File: config.mk
export PLATFORM = sky130hd
export DESIGN_NAME = led_decoder_arbiter
export DESIGN_NICKNAME = d
export VERILOG_FILES = /design/src/rtl/led_dec_pkg.sv /design/src/rtl/led_decoder_3to8.sv /design/src/rtl/led_decoder_arbiter.sv
export SDC_FILE = /design/constraint.sdc
export NUM_CORES = 1
export LEC_CHECK = 0
export CAP_MARGIN = 40
export CORE_MARGIN = 5
export CORE_UTILIZATION = 48
export CTS_CLUSTER_SIZE = 28
export DETAILED_ROUTE_END_ITERATION = 6
export PLACE_DENSITY = 0.92
export SLEW_MARGIN = 0
export SYNTH_ARGS = -nofsm -noshare
export SYNTH_HDL_FRONTEND = slang
export SYNTH_SLANG_ARGS = --single-unit
File: constraint.sdc
create_clock -name clk -period 5.45 [get_ports clk]
set_input_delay 1.09 -clock clk [delete_from_list [all_inputs] [get_ports clk]]
set_output_delay 1.09 -clock clk [all_outputs]
set_load 0.1 [all_outputs]
File: src/rtl/led_dec_pkg.sv
// Shared decoder codes and arbiter state encoding for the LED decoder arbiter.
package led_dec_pkg;

  localparam logic [2:0] DEC_EN_ON   = 3'd4;
  localparam logic [2:0] DEC_EN_OFF  = 3'd0;
  localparam logic [7:0] LED_ALL_OFF = 8'hFF;

  typedef enum logic [1:0] {
    IDLE,
    ACTIVE,
    GAP
  } state_e;

endpackage

File: src/rtl/led_decoder_3to8.sv
// Active-low 3-to-8 LED decoder; any enable code other than DEC_EN_ON blanks the bank.
module led_decoder_3to8
  import led_dec_pkg::*;
(
  input  logic [2:0] enable,
  input  logic [2:0] switch,
  output logic [7:0] led
);

  always_comb begin
    led = LED_ALL_OFF;
    if (enable == DEC_EN_ON) begin
      led = ~(8'b1 << switch);
    end
  end

endmodule

File: src/rtl/led_decoder_arbiter.sv
// Round-robin arbiter sharing one active-low 3-to-8 LED decoder between N_REQ requesters.
module led_decoder_arbiter
  import led_dec_pkg::*;
#(
  parameter int unsigned N_REQ       = 4,
  parameter int unsigned HOLD_CYCLES = 4,
  parameter int unsigned GAP_CYCLES  = 1
) (
  input  logic                 clk,
  input  logic                 rst,
  input  logic [N_REQ-1:0]     req,
  input  logic [3*N_REQ-1:0]   idx,
  output logic [N_REQ-1:0]     grant,
  output logic                 done,
  output logic [2:0]           dec_enable,
  output logic [2:0]           dec_switch,
  output logic [7:0]           led
);

  localparam int unsigned PW        = (N_REQ > 1) ? $clog2(N_REQ) : 1;
  localparam int unsigned CMAX      = (HOLD_CYCLES > GAP_CYCLES) ? HOLD_CYCLES : GAP_CYCLES;
  localparam int unsigned CW        = ($clog2(CMAX + 1) > 0) ? $clog2(CMAX + 1) : 1;
  localparam logic [CW-1:0] HOLD_LOAD = CW'(HOLD_CYCLES - 1);
  localparam logic [CW-1:0] GAP_LOAD  = CW'((GAP_CYCLES >= 2) ? (GAP_CYCLES - 2) : 0);

  state_e             state_q, state_d;
  logic [PW-1:0]      ptr_q, ptr_d;
  logic [PW-1:0]      owner_q, owner_d;
  logic [CW-1:0]      cnt_q, cnt_d;
  logic [N_REQ-1:0]   grant_q, grant_d;
  logic               done_q, done_d;
  logic [2:0]         en_q, en_d;
  logic [2:0]         sw_q, sw_d;

  logic [PW-1:0]      ptr_inc;
  logic [PW-1:0]      base;
  logic [PW-1:0]      win;
  logic               found;
  logic               take;
  logic               rel;

  assign ptr_inc = (owner_q == PW'(N_REQ - 1)) ? '0 : owner_q + PW'(1);

  // Search starts at the rr pointer in IDLE, or just past the owner when a
  // zero-gap release hands the decoder straight to the next requester.
  always_comb begin
    int unsigned cand;
    base  = (state_q == IDLE) ? ptr_q : ptr_inc;
    found = 1'b0;
    win   = '0;
    cand  = 0;
    for (int unsigned i = 0; i < N_REQ; i++) begin
      cand = int'(base) + i;
      if (cand >= N_REQ) begin
        cand = cand - N_REQ;
      end
      if (!found && req[cand]) begin
        found = 1'b1;
        win   = PW'(cand);
      end
    end
  end

  // The blanking IDLE cycle counts as one gap clock, so GAP holds for GAP_CYCLES-1.
  always_comb begin
    state_d = state_q;
    ptr_d   = ptr_q;
    owner_d = owner_q;
    cnt_d   = cnt_q;
    grant_d = grant_q;
    done_d  = 1'b0;
    en_d    = en_q;
    sw_d    = sw_q;
    take    = 1'b0;
    rel     = 1'b0;

    case (state_q)
      IDLE: take = found;
      ACTIVE: begin
        if (!req[owner_q] || (cnt_q == '0)) begin
          rel = 1'b1;
        end else begin
          cnt_d  = cnt_q - CW'(1);
          done_d = (cnt_q == CW'(1));
        end
      end
      GAP: begin
        if (cnt_q == '0) begin
          state_d = IDLE;
        end else begin
          cnt_d = cnt_q - CW'(1);
        end
      end
      default: state_d = IDLE;
    endcase

    if (rel) begin
      grant_d = '0;
      en_d    = DEC_EN_OFF;
      ptr_d   = ptr_inc;
      if (GAP_CYCLES == 0) begin
        state_d = IDLE;
        take    = found;
      end else if (GAP_CYCLES == 1) begin
        state_d = IDLE;
      end else begin
        state_d = GAP;
        cnt_d   = GAP_LOAD;
      end
    end

    if (take) begin
      state_d = ACTIVE;
      owner_d = win;
      grant_d = N_REQ'(1) << win;
      en_d    = DEC_EN_ON;
      sw_d    = idx[3*int'(win) +: 3];
      cnt_d   = HOLD_LOAD;
      done_d  = (HOLD_CYCLES == 1);
    end
  end

  always_ff @(posedge clk or negedge rst) begin
    if (!rst) begin
      state_q <= IDLE;
      ptr_q   <= '0;
      owner_q <= '0;
      cnt_q   <= '0;
      grant_q <= '0;
      done_q  <= 1'b0;
      en_q    <= DEC_EN_OFF;
      sw_q    <= '0;
    end else begin
      state_q <= state_d;
      ptr_q   <= ptr_d;
      owner_q <= owner_d;
      cnt_q   <= cnt_d;
      grant_q <= grant_d;
      done_q  <= done_d;
      en_q    <= en_d;
      sw_q    <= sw_d;
    end
  end

  assign grant      = grant_q;
  assign done       = done_q;
  assign dec_enable = en_q;
  assign dec_switch = sw_q;

  led_decoder_3to8 u_dec (
    .enable (en_q),
    .switch (sw_q),
    .led    (led)
  );

endmodule

==> results_dict.tcl, run 1 <==
set metrics [dict create \
    rr_startpoint "owner_q[0]$_DFFE_PN0P_" \
    grt_max_degree 18 \
    die_h_microns 57.95 \
    vdd_drop_max_v 0.0005569 \
    ys_seq_area_share_pct 36.28 \
    synth_warnings 0 \
    hold_viol 0 \
    fin_ws_ns 1.994 \
    seqPwrFrac_pct 19.7 \
    grt_pass1_wl_mm 5.713 \
    rsz0062_at_grt "no" \
    clock_latency_ns 0.29 \
    clock_power_share_pct 6.3 \
    dp.final_hpwl_mm 2.819 \
    hold_path.class "flop to flop" \
    start_util_pct 49.89 \
    grt_pass1_vias 1156 \
    syn-mean-instance-area_sq_um 9.766 \
    power_density_mw_per_mm2 719.5 \
    rows 17 \
    rr_worst_depth 6 \
    drtIter0Drc 56 \
    ys_seq_elements 16 \
    yosysTopAreaCell "dfrtp_1" \
    power_switching_mw 0.7018 \
    cts_resized 0 \
    p_leak_nw 0.7737 \
    cts_buffer_depth 2 \
    dp_slack_ns 2.382 \
    rrSetupSlack_ns 3.11 \
    cpPeakStageDelay_ns 0.72 \
    via_count 1102 \
    start_kind "flop" \
    finalSetupTns_ns 0 \
    slew_viol_final 0 \
    cts.sinks 16 \
    drive_gt1_share_pct 19.51 \
    synth_flop_cell "dfrtp_1" \
    cts_buffers 3 \
    grtUsageTotal_pct 22.62 \
    gp_congestion 0.8039 \
    clockRootBuffer "clkbuf_4" \
    cp_slowest_cell "dfrtp_1" \
    syn_area_sq_mm 0.001104 \
    cp_cell_sequence "inv_1, nor2_1, nand3_1, clkdlybuf4s50_1, buf_8" \
    fin_area_sq_mm 0.001763 \
    tightest_slew_ns 0.6931 \
    synth.most_common_cell "dfrtp_1" \
    p_sw_share_pct 55.33 \
    vias_per_cell 5.740 \
    seq_area_sq_um 400.4 \
    n_antenna_cell 0 \
    combPwrFrac_pct 74.1 \
    synth_top_cells_by_count "16 x dfrtp_1, 13 x nand2_1, 11 x nor2_1" \
    synth_area_leaders "dfrtp_1 36%, ha_1 4.5%, nand2_1 4.4%, nor2_1 3.7%, mux2i_1 3.6%" \
    path_clk_slew_ns 0.09 \
    wirelength_mm 3.678 \
    cp.depth 5 \
    skew_ns 0.002862 \
    coreArea_sq_mm 0.002212 \
    arrival_ns 2.37 \
    cts.htree.levels 1 \
    fin_nets 187 \
    die_w_microns 57.95 \
    postCtsHoldBufs 0 \
    reg2reg_to "dec_switch[0]$_DFFE_PN0P_" \
    cp_data_required_time_ns 4.36 \
    synth.distinct_cells 42 \
    antenna_found_initial 0 \
    gr-total-overflow 0 \
    syn_inst 113 \
    path_max_fanout 17 \
    fin_crit_sh_pct 63.41 \
    synth_async_sr_flop_share_pct 100.0 \
    fmax_mhz 289.4 \
    cp.buffers_inverters 3 \
    dr.pass1.iters 4 \
    fp.dieArea_sq_mm 0.003358 \
    synth_top_area_share_pct 36.28 \
    drc 0 \
    ant_nets 0 \
    post_cts_buffers 0 \
    period_minus_slack_ns 3.456 \
    setup-violations-final 0 \
    synth_edf_count 0 \
    n_fill_cell 121 \
    place_area_sq_mm 0.001727 \
    cts_tree "built" \
    internal_power_mw 0.5665 \
    io-pin-count 37 \
    post-route-util_pct 79.69 \
    maxSlewHeadroom_pct 53.65 \
    cp-end-kind "output pin" \
    critPathKind "flop to output pin" \
    cap_violations 0 \
    crit_family "buffers and inverters" \
    cp-endpoint "led[3]" \
    outcome "finished clean" \
    cp-startpoint "state_q[0]$_DFFE_PN0P_" \
    wl_per_cell_microns 19.16 \
    port-buffer-count 34 \
    syn2layout_area_growth_pct 59.75 \
    multi_input_area_sq_um 624.3 \
]
==> cell families (layout without fill, tap and decap cells) <==
logic type,count (synthesis),in the layout,synth area share [%]
AO/OA/AOI/OAI,27,27,21.43
XOR/XNOR,1,1,0.7938
adder cells (fa/ha/maj),4,4,4.535
buffers and inverters,14,64,7.482
flip-flops,16,16,36.28
multiplexers,8,8,8.730
other,1,2,0.3398
AND/OR/NAND/NOR,42,42,20.41
==> layout by cell type (no fill, tap or decap), drive strengths merged, types with 2 or more instances in the layout <==
cell type / Yosys / layout
conb: 1 / 2
mux2: 3 / 3
o32ai: 3 / 3
clkbuf: 0 / 4
a221oi: 3 / 3
clkdlybuf4s50: 0 / 34
o31ai: 2 / 2
nor2b: 3 / 3
nor2: 11 / 11
dfrtp: 16 / 16
mux2i: 4 / 4
a21o: 2 / 2
buf: 5 / 17
o211ai: 3 / 3
o21ai: 3 / 3
inv: 9 / 9
nand2: 14 / 14
ha: 4 / 4
nor3b: 2 / 2
a21oi: 5 / 5
nand3: 6 / 6
==> worst min path at each step <==
stage                          from        endpoint  slack (ns)  cells after the start
2_1_floorplan  cnt_q[2]$_DFFE_PN0P_  done$_DFF_PN0_        0.43                      1
3_3_place_gp   cnt_q[2]$_DFFE_PN0P_  done$_DFF_PN0_        0.45                      1
3_5_place_dp   cnt_q[2]$_DFFE_PN0P_  done$_DFF_PN0_        0.46                      1
4_1_cts        cnt_q[2]$_DFFE_PN0P_  done$_DFF_PN0_        0.47                      1
5_1_grt        cnt_q[2]$_DFFE_PN0P_  done$_DFF_PN0_        0.48                      1
6_report       cnt_q[2]$_DFFE_PN0P_  done$_DFF_PN0_        0.48                      1
==> final cells by class <==
| type | count | area share [%] |
|---|---|---|
| inverter | 9 | 1.916 |
| timing repair buffer | 51 | 35.91 |
| tap | 28 | 1.987 |
| multi-input combinational | 84 | 35.42 |
| clock buffer | 4 | 2.058 |
| sequential | 16 | 22.71 |
==> sequential cells by signal, summed over array words and instances (netlist names) <==
register / count
grant: 4
cnt_q: 3
dec_switch: 3
owner_q: 2
ptr_q: 2
done: 1
state_q: 1
==> power by group through the flow <==
| stage | clock (mW) | sequential, mW | combinational, mW |
|---|---|---|---|
| after floorplan | 0 | 0.394 | 0.450 |
| after global placement | 0 | 0.237 | 0.737 |
| after detailed placement | 0 | 0.249 | 0.929 |
| after CTS | 0.0796 | 0.247 | 0.940 |
| after global routing | 0.0827 | 0.257 | 0.980 |
| final | 0.0795 | 0.249 | 0.940 |
==> worst reg2reg max path, delay by kind of cell (launching register included) <==
family	cells	cell delay, ns
multiplexers	1	0.29
flip-flops	1	0.51
adder cells (fa/ha/maj)	1	0.49
AND/OR/NAND/NOR	1	0.36
AO/OA/AOI/OAI	3	0.55
==> layer usage <==
| layer | global-route usage (%) | vias to the layer above | wire [microns] |
|---|---|---|---|
| met5 | 0 | - | 0 |
| met4 | 8.278 | 0 | 69 |
| met3 | 2.227 | 9 | 128 |
| met2 | 42.42 | 40 | 2049 |
| met1 | 26.28 | 548 | 1431 |
| li1 | - | 505 | - |
==> per-stage QoR <==
step                hold slack (ns)  instances  power, mW
floorplan                    0.4310        114     0.8436
detailed placement           0.4585        188      1.177
finish                       0.4766        192      1.268
global placement             0.4472        171     0.9747
CTS                          0.4712        192      1.266
global route                 0.4843        192      1.319
(Power assumes the default switching activity.)
==> run 2: changes to the inputs <==
--- a/config.mk
+++ b/config.mk
@@ -7,10 +7,10 @@
 export LEC_CHECK = 0
 export CAP_MARGIN = 40
 export CORE_MARGIN = 5
-export CORE_UTILIZATION = 48
+export CORE_UTILIZATION = 45
 export CTS_CLUSTER_SIZE = 28
 export DETAILED_ROUTE_END_ITERATION = 6
-export PLACE_DENSITY = 0.92
+export PLACE_DENSITY = 0.87
 export SLEW_MARGIN = 0
 export SYNTH_ARGS = -nofsm -noshare
 export SYNTH_HDL_FRONTEND = slang
==> constraint.sdc (replaced) <==
create_clock -name clk -period 3.2 [get_ports clk]
set_input_delay 0.64 -clock clk [delete_from_list [all_inputs] [get_ports clk]]
set_output_delay 0.64 -clock clk [all_outputs]
set_load 0.1 [all_outputs]
==> run 2 against run 1 <==
Effect of this change:
- routed wire length fell by 24%
- cell count fell by 7.8%
- register-to-register slack got worse by 2.1 ns
- clock skew fell by 0.0011 ns
- critical path depth rose by 1
- critical path type is now flop to flop
- non-clock buffer count fell by 16
==> results_dict.tcl, run 2 (synthesis results as in run 1) <==
set metrics [dict create \
    fmax_mhz 454.9 \
    rr_worst_depth 6 \
    crit_family "flip-flops" \
    drc 0 \
    worstHoldStart "cnt_q[2]$_DFFE_PN0P_" \
    vias_per_cell 5.548 \
    via_count 982 \
    cts_buffers 3 \
    die_w_microns 59.52 \
    largest_reg_flops 4 \
    syn2layout_area_growth_pct 29.03 \
    port-buffer-count 34 \
    coreArea_sq_mm 0.002410 \
    arrival_ns 2.35 \
    fin_cells 177 \
    gr-total-overflow 0 \
    cts_resized 0 \
    wl_per_cell_microns 15.84 \
    grt_pass1_wl_mm 4.409 \
    fin_crit_sh_pct 68.69 \
    post_cts_buffers 0 \
    grt_max_degree 17 \
    setup-violations-final 0 \
    skew_ns 0.001804 \
    whs_path_depth 1 \
    dr.pass1.iters 4 \
    period_minus_slack_ns 2.198 \
    grt_pass1_vias 929 \
    cp-startpoint "owner_q[0]$_DFFE_PN0P_" \
    drtIter0Drc 37 \
    hold_viol 0 \
    ant_nets 0 \
    start_util_pct 45.79 \
    dp_slack_ns 0.7262 \
    cts.htree.levels 1 \
    critPathKind "flop to flop" \
    start_kind "flop" \
    wirelength_mm 2.803 \
    drive_gt1_share_pct 21.77 \
    cts_buffer_depth 2 \
    rows 18 \
    cpPeakStageDelay_ns 0.50 \
    cp.depth 6 \
    cp-end-kind "flop" \
    gp_congestion 0.8443 \
    clockRootBuffer "clkbuf_4" \
    grtUsageTotal_pct 16.19 \
    fin_ws_ns 1.002 \
    cts_tree "built" \
    clock_latency_ns 0.28 \
    cap_violations 0 \
    cp.buffers_inverters 0 \
    die_h_microns 59.52 \
    cp_cell_sequence "ha_1, mux2i_1, a21boi_1, o221ai_2, nor3b_4, a221oi_1" \
    tightest_slew_ns 0.7275 \
    finalSetupTns_ns 0 \
    cts.sinks 16 \
    maxSlewHeadroom_pct 51.35 \
    cp_slowest_cell "dfrtp_1" \
    hold_path.class "flop to flop" \
    path_clk_slew_ns 0.09 \
    io-pin-count 37 \
    postCtsHoldBufs 0 \
    dp.final_hpwl_mm 2.119 \
    final_cell_mix "18 x buf_4, 17 x clkdlybuf4s50_1, 16 x dfrtp_1" \
    cp_data_required_time_ns 3.35 \
    rsz0062_at_grt "no" \
    fin_nets 171 \
    outcome "finished clean" \
    n_antenna_cell 0 \
    antenna_found_initial 0 \
    dpl.cell_count 174 \
    fp.dieArea_sq_mm 0.003543 \
    final_common_cell "buf_4" \
    path_max_fanout 10 \
    slew_viol_final 0 \
    rr_startpoint "owner_q[0]$_DFFE_PN0P_" \
]
## run 2: cell types whose count changed in the layout (fill, tap and decap cells not counted), sizes merged
cell	previous run	this run
clkbuf	4	3
buf	17	18
clkdlybuf4s50	34	17
## run 2: final timing paths
| kind | endpoint | slack [ns] |
|---|---|---|
| max | dec_switch[1]$_DFFE_PN0P_ | 1.00 |
| min | done$_DFF_PN0_ | 0.47 |
| max reg2reg | dec_switch[1]$_DFFE_PN0P_ | 1.00 |
| min reg2reg | done$_DFF_PN0_ | 0.47 |
| max in group asynchronous | ptr_q[0]$_DFFE_PN0P_ | 1.96 |
| min in group asynchronous | grant[2]$_DFFE_PN0P_ | 0.78 |
## run 2: cell type report
cell class              instances  area, sq um
clock buffers                   3        22.52
fillers                       199        985.9
inverters                       9        33.78
multi-input cells              84        624.3
flip-flops and latches         16        400.4
well taps                      30        37.54
repair buffers                 35        305.3
## run 2: worst register-to-register path, delay by kind of cell (launching register included)
| family | cells | cell delay [ns] |
|---|---|---|
| flops | 1 | 0.50 |
| mux | 1 | 0.28 |
| fa+ha+maj | 1 | 0.48 |
| compound gates | 3 | 0.49 |
| simple gates | 1 | 0.31 |
## run 2: per-stage QoR
stage | cell area (sq um) | hold WS, ns | util (%)
after floorplan | 1107 | 0.3444 | -
after global placement | 1401 | 0.4511 | 58.15
after global routing | 1424 | 0.4862 | 59.09
after detailed placement | 1401 | 0.4549 | 58.15
after CTS | 1424 | 0.4675 | 59.09
final | 1424 | 0.4706 | 59.09
## run 2: layer usage
metal,GRT usage [%],up-vias,routed length [microns]
met2,25.12,28,1360
met3,2.614,2,135
li1,-,474,-
met1,23.12,478,1286
met4,4.747,0,21
met5,0,-,0
Power of run 2 is not shown: default switching activity piles up to over one toggle a cycle in this logic, so the estimate is an artifact.
==> run 3: changes to the inputs <==
==> constraint.sdc (replaced) <==
create_clock -name clk -period 2.1 [get_ports clk]
set_input_delay 0.42 -clock clk [delete_from_list [all_inputs] [get_ports clk]]
set_output_delay 0.42 -clock clk [all_outputs]
set_load 0.1 [all_outputs]
==> run 3 against run 2 <==
Effect of this change:
- routed wire length is 3.1% higher
- final area is 16% higher
- first-iteration DRC count is 30% lower
- register-to-register slack worse by 0.83 ns
- sequential cell count stayed put
- hold slack worse by 0.029 ns
- via count is 2.9% higher
- global-route usage is 0.93 points higher
- cell count is 5.6% higher
- sequential share of layout area is 3.3 points lower
- non-clock buffer count is 9 higher
- critical path type is now input port to flop
==> results_dict.tcl, run 3 (synthesis results as in run 1) <==
set metrics [dict create \
    outcome "finished clean" \
    vias_per_cell 5.401 \
    io-pin-count 37 \
    start_kind "input port" \
    cpPeakStageDelay_ns 0.60 \
    finalSetupTns_ns 0 \
    cts_buffers 3 \
    path_clk_slew_ns 0.09 \
    cts.htree.levels 1 \
    critPathKind "input port to flop" \
    setup-violations-final 0 \
    skew_ns 0.008474 \
    clock_latency_ns 0.28 \
    gp_congestion 0.8094 \
    cp_cell_sequence "clkdlybuf4s50_1, and3b_1, o31ai_2, o211ai_4, nor3b_4, buf_4, a21o_1" \
    cp_data_required_time_ns 2.33 \
    final_cell_mix "18 x buf_4, 17 x clkdlybuf4s50_1, 12 x dfrtp_1" \
    wl_per_cell_microns 15.45 \
    rr_worst_depth 7 \
    place_area_sq_mm 0.001594 \
    crit_family "buffers and inverters" \
    drive_gt1_share_pct 33.12 \
    start_util_pct 45.79 \
    dp_slack_ns -0.1590 \
    hold_path.class "input port to async pin" \
    grt_pass1_wl_mm 4.692 \
    ant_nets 0 \
    dr.pass1.iters 4 \
    period_minus_slack_ns 2.009 \
    arrival_ns 2.24 \
    drc 0 \
    grtUsageTotal_pct 17.12 \
    syn2layout_area_growth_pct 49.21 \
    via_count 1010 \
    cp-end-kind "flop" \
    n_antenna_cell 0 \
    cts_tree "built" \
    fin_cells 187 \
    final_common_cell "buf_4" \
    port-buffer-count 34 \
    cts.sinks 16 \
    dpl.cell_count 182 \
    slew_viol_final 0 \
    fin_nets 180 \
    gr-total-overflow 0 \
    clockRootBuffer "clkbuf_4" \
    grt_pass1_vias 1065 \
    antenna_found_initial 0 \
    cts_buffer_depth 2 \
    largest_reg_flops 4 \
    grt_max_degree 18 \
    rows 18 \
    drtIter0Drc 26 \
    fin_crit_sh_pct 95.66 \
    hold_viol 0 \
    cp.buffers_inverters 2 \
    fin_area_sq_mm 0.001647 \
    fmax_mhz 497.8 \
    die_w_microns 59.52 \
    cap_violations 0 \
    dp.final_hpwl_mm 2.229 \
    fp.dieArea_sq_mm 0.003543 \
    die_h_microns 59.52 \
    postCtsHoldBufs 0 \
    fin_ws_ns 0.09122 \
    rsz0062_at_grt "no" \
    path_max_fanout 9 \
    coreArea_sq_mm 0.002410 \
    cp_slowest_cell "clkdlybuf4s50_1" \
    wirelength_mm 2.889 \
    cp.depth 7 \
]
## run 3: stage by stage
step | util, % | hold WS, ns
2_1_floorplan | - | 0.1244
3_3_place_gp | 66.15 | 0.4446
3_5_place_dp | 66.15 | 0.4617
4_1_cts | 67.24 | 0.4430
5_1_grt | 68.33 | 0.4521
6_report | 68.33 | 0.4420
## run 3: routing by layer
metal / global-route usage (%) / share of wire, % / up-vias
met5: 0 / 0 / -
met4: 5.696 / 0.48 / 0
met3: 2.179 / 3.3 / 2
met2: 29.17 / 53 / 17
met1: 22.30 / 43 / 498
li1: - / - / 493
## run 3: layout make-up
type,instances,area [sq um]
clock buffer,4,26.28
fill,179,763.2
inverter,9,33.78
multi-input combinational,84,655.6
sequential,16,407.9
tap,30,37.54
timing repair buffer,44,485.5
## run 3: path summary, 6_finish.rpt
path                            slack [ns]                        end              startpoint
max in group asynchronous             1.45     state_q[0]$_DFFE_PN0P_                     rst
worst min-delay path                  0.44  dec_switch[1]$_DFFE_PN0P_                     rst
min in group clk                      0.47             done$_DFF_PN0_    cnt_q[2]$_DFFE_PN0P_
worst max-delay path                  0.09       grant[2]$_DFFE_PN0P_                  req[3]
worst min register to register        0.47             done$_DFF_PN0_    cnt_q[2]$_DFFE_PN0P_
worst max register to register        0.17       grant[2]$_DFFE_PN0P_  owner_q[1]$_DFFE_PN0P_
## run 3: timing repair
item,in CTS,in global routing
setup buffers,0,1
gates resized for setup,0,4
endpoints found under the setup margin,0,11
Power of run 3 is left out for the same reason.
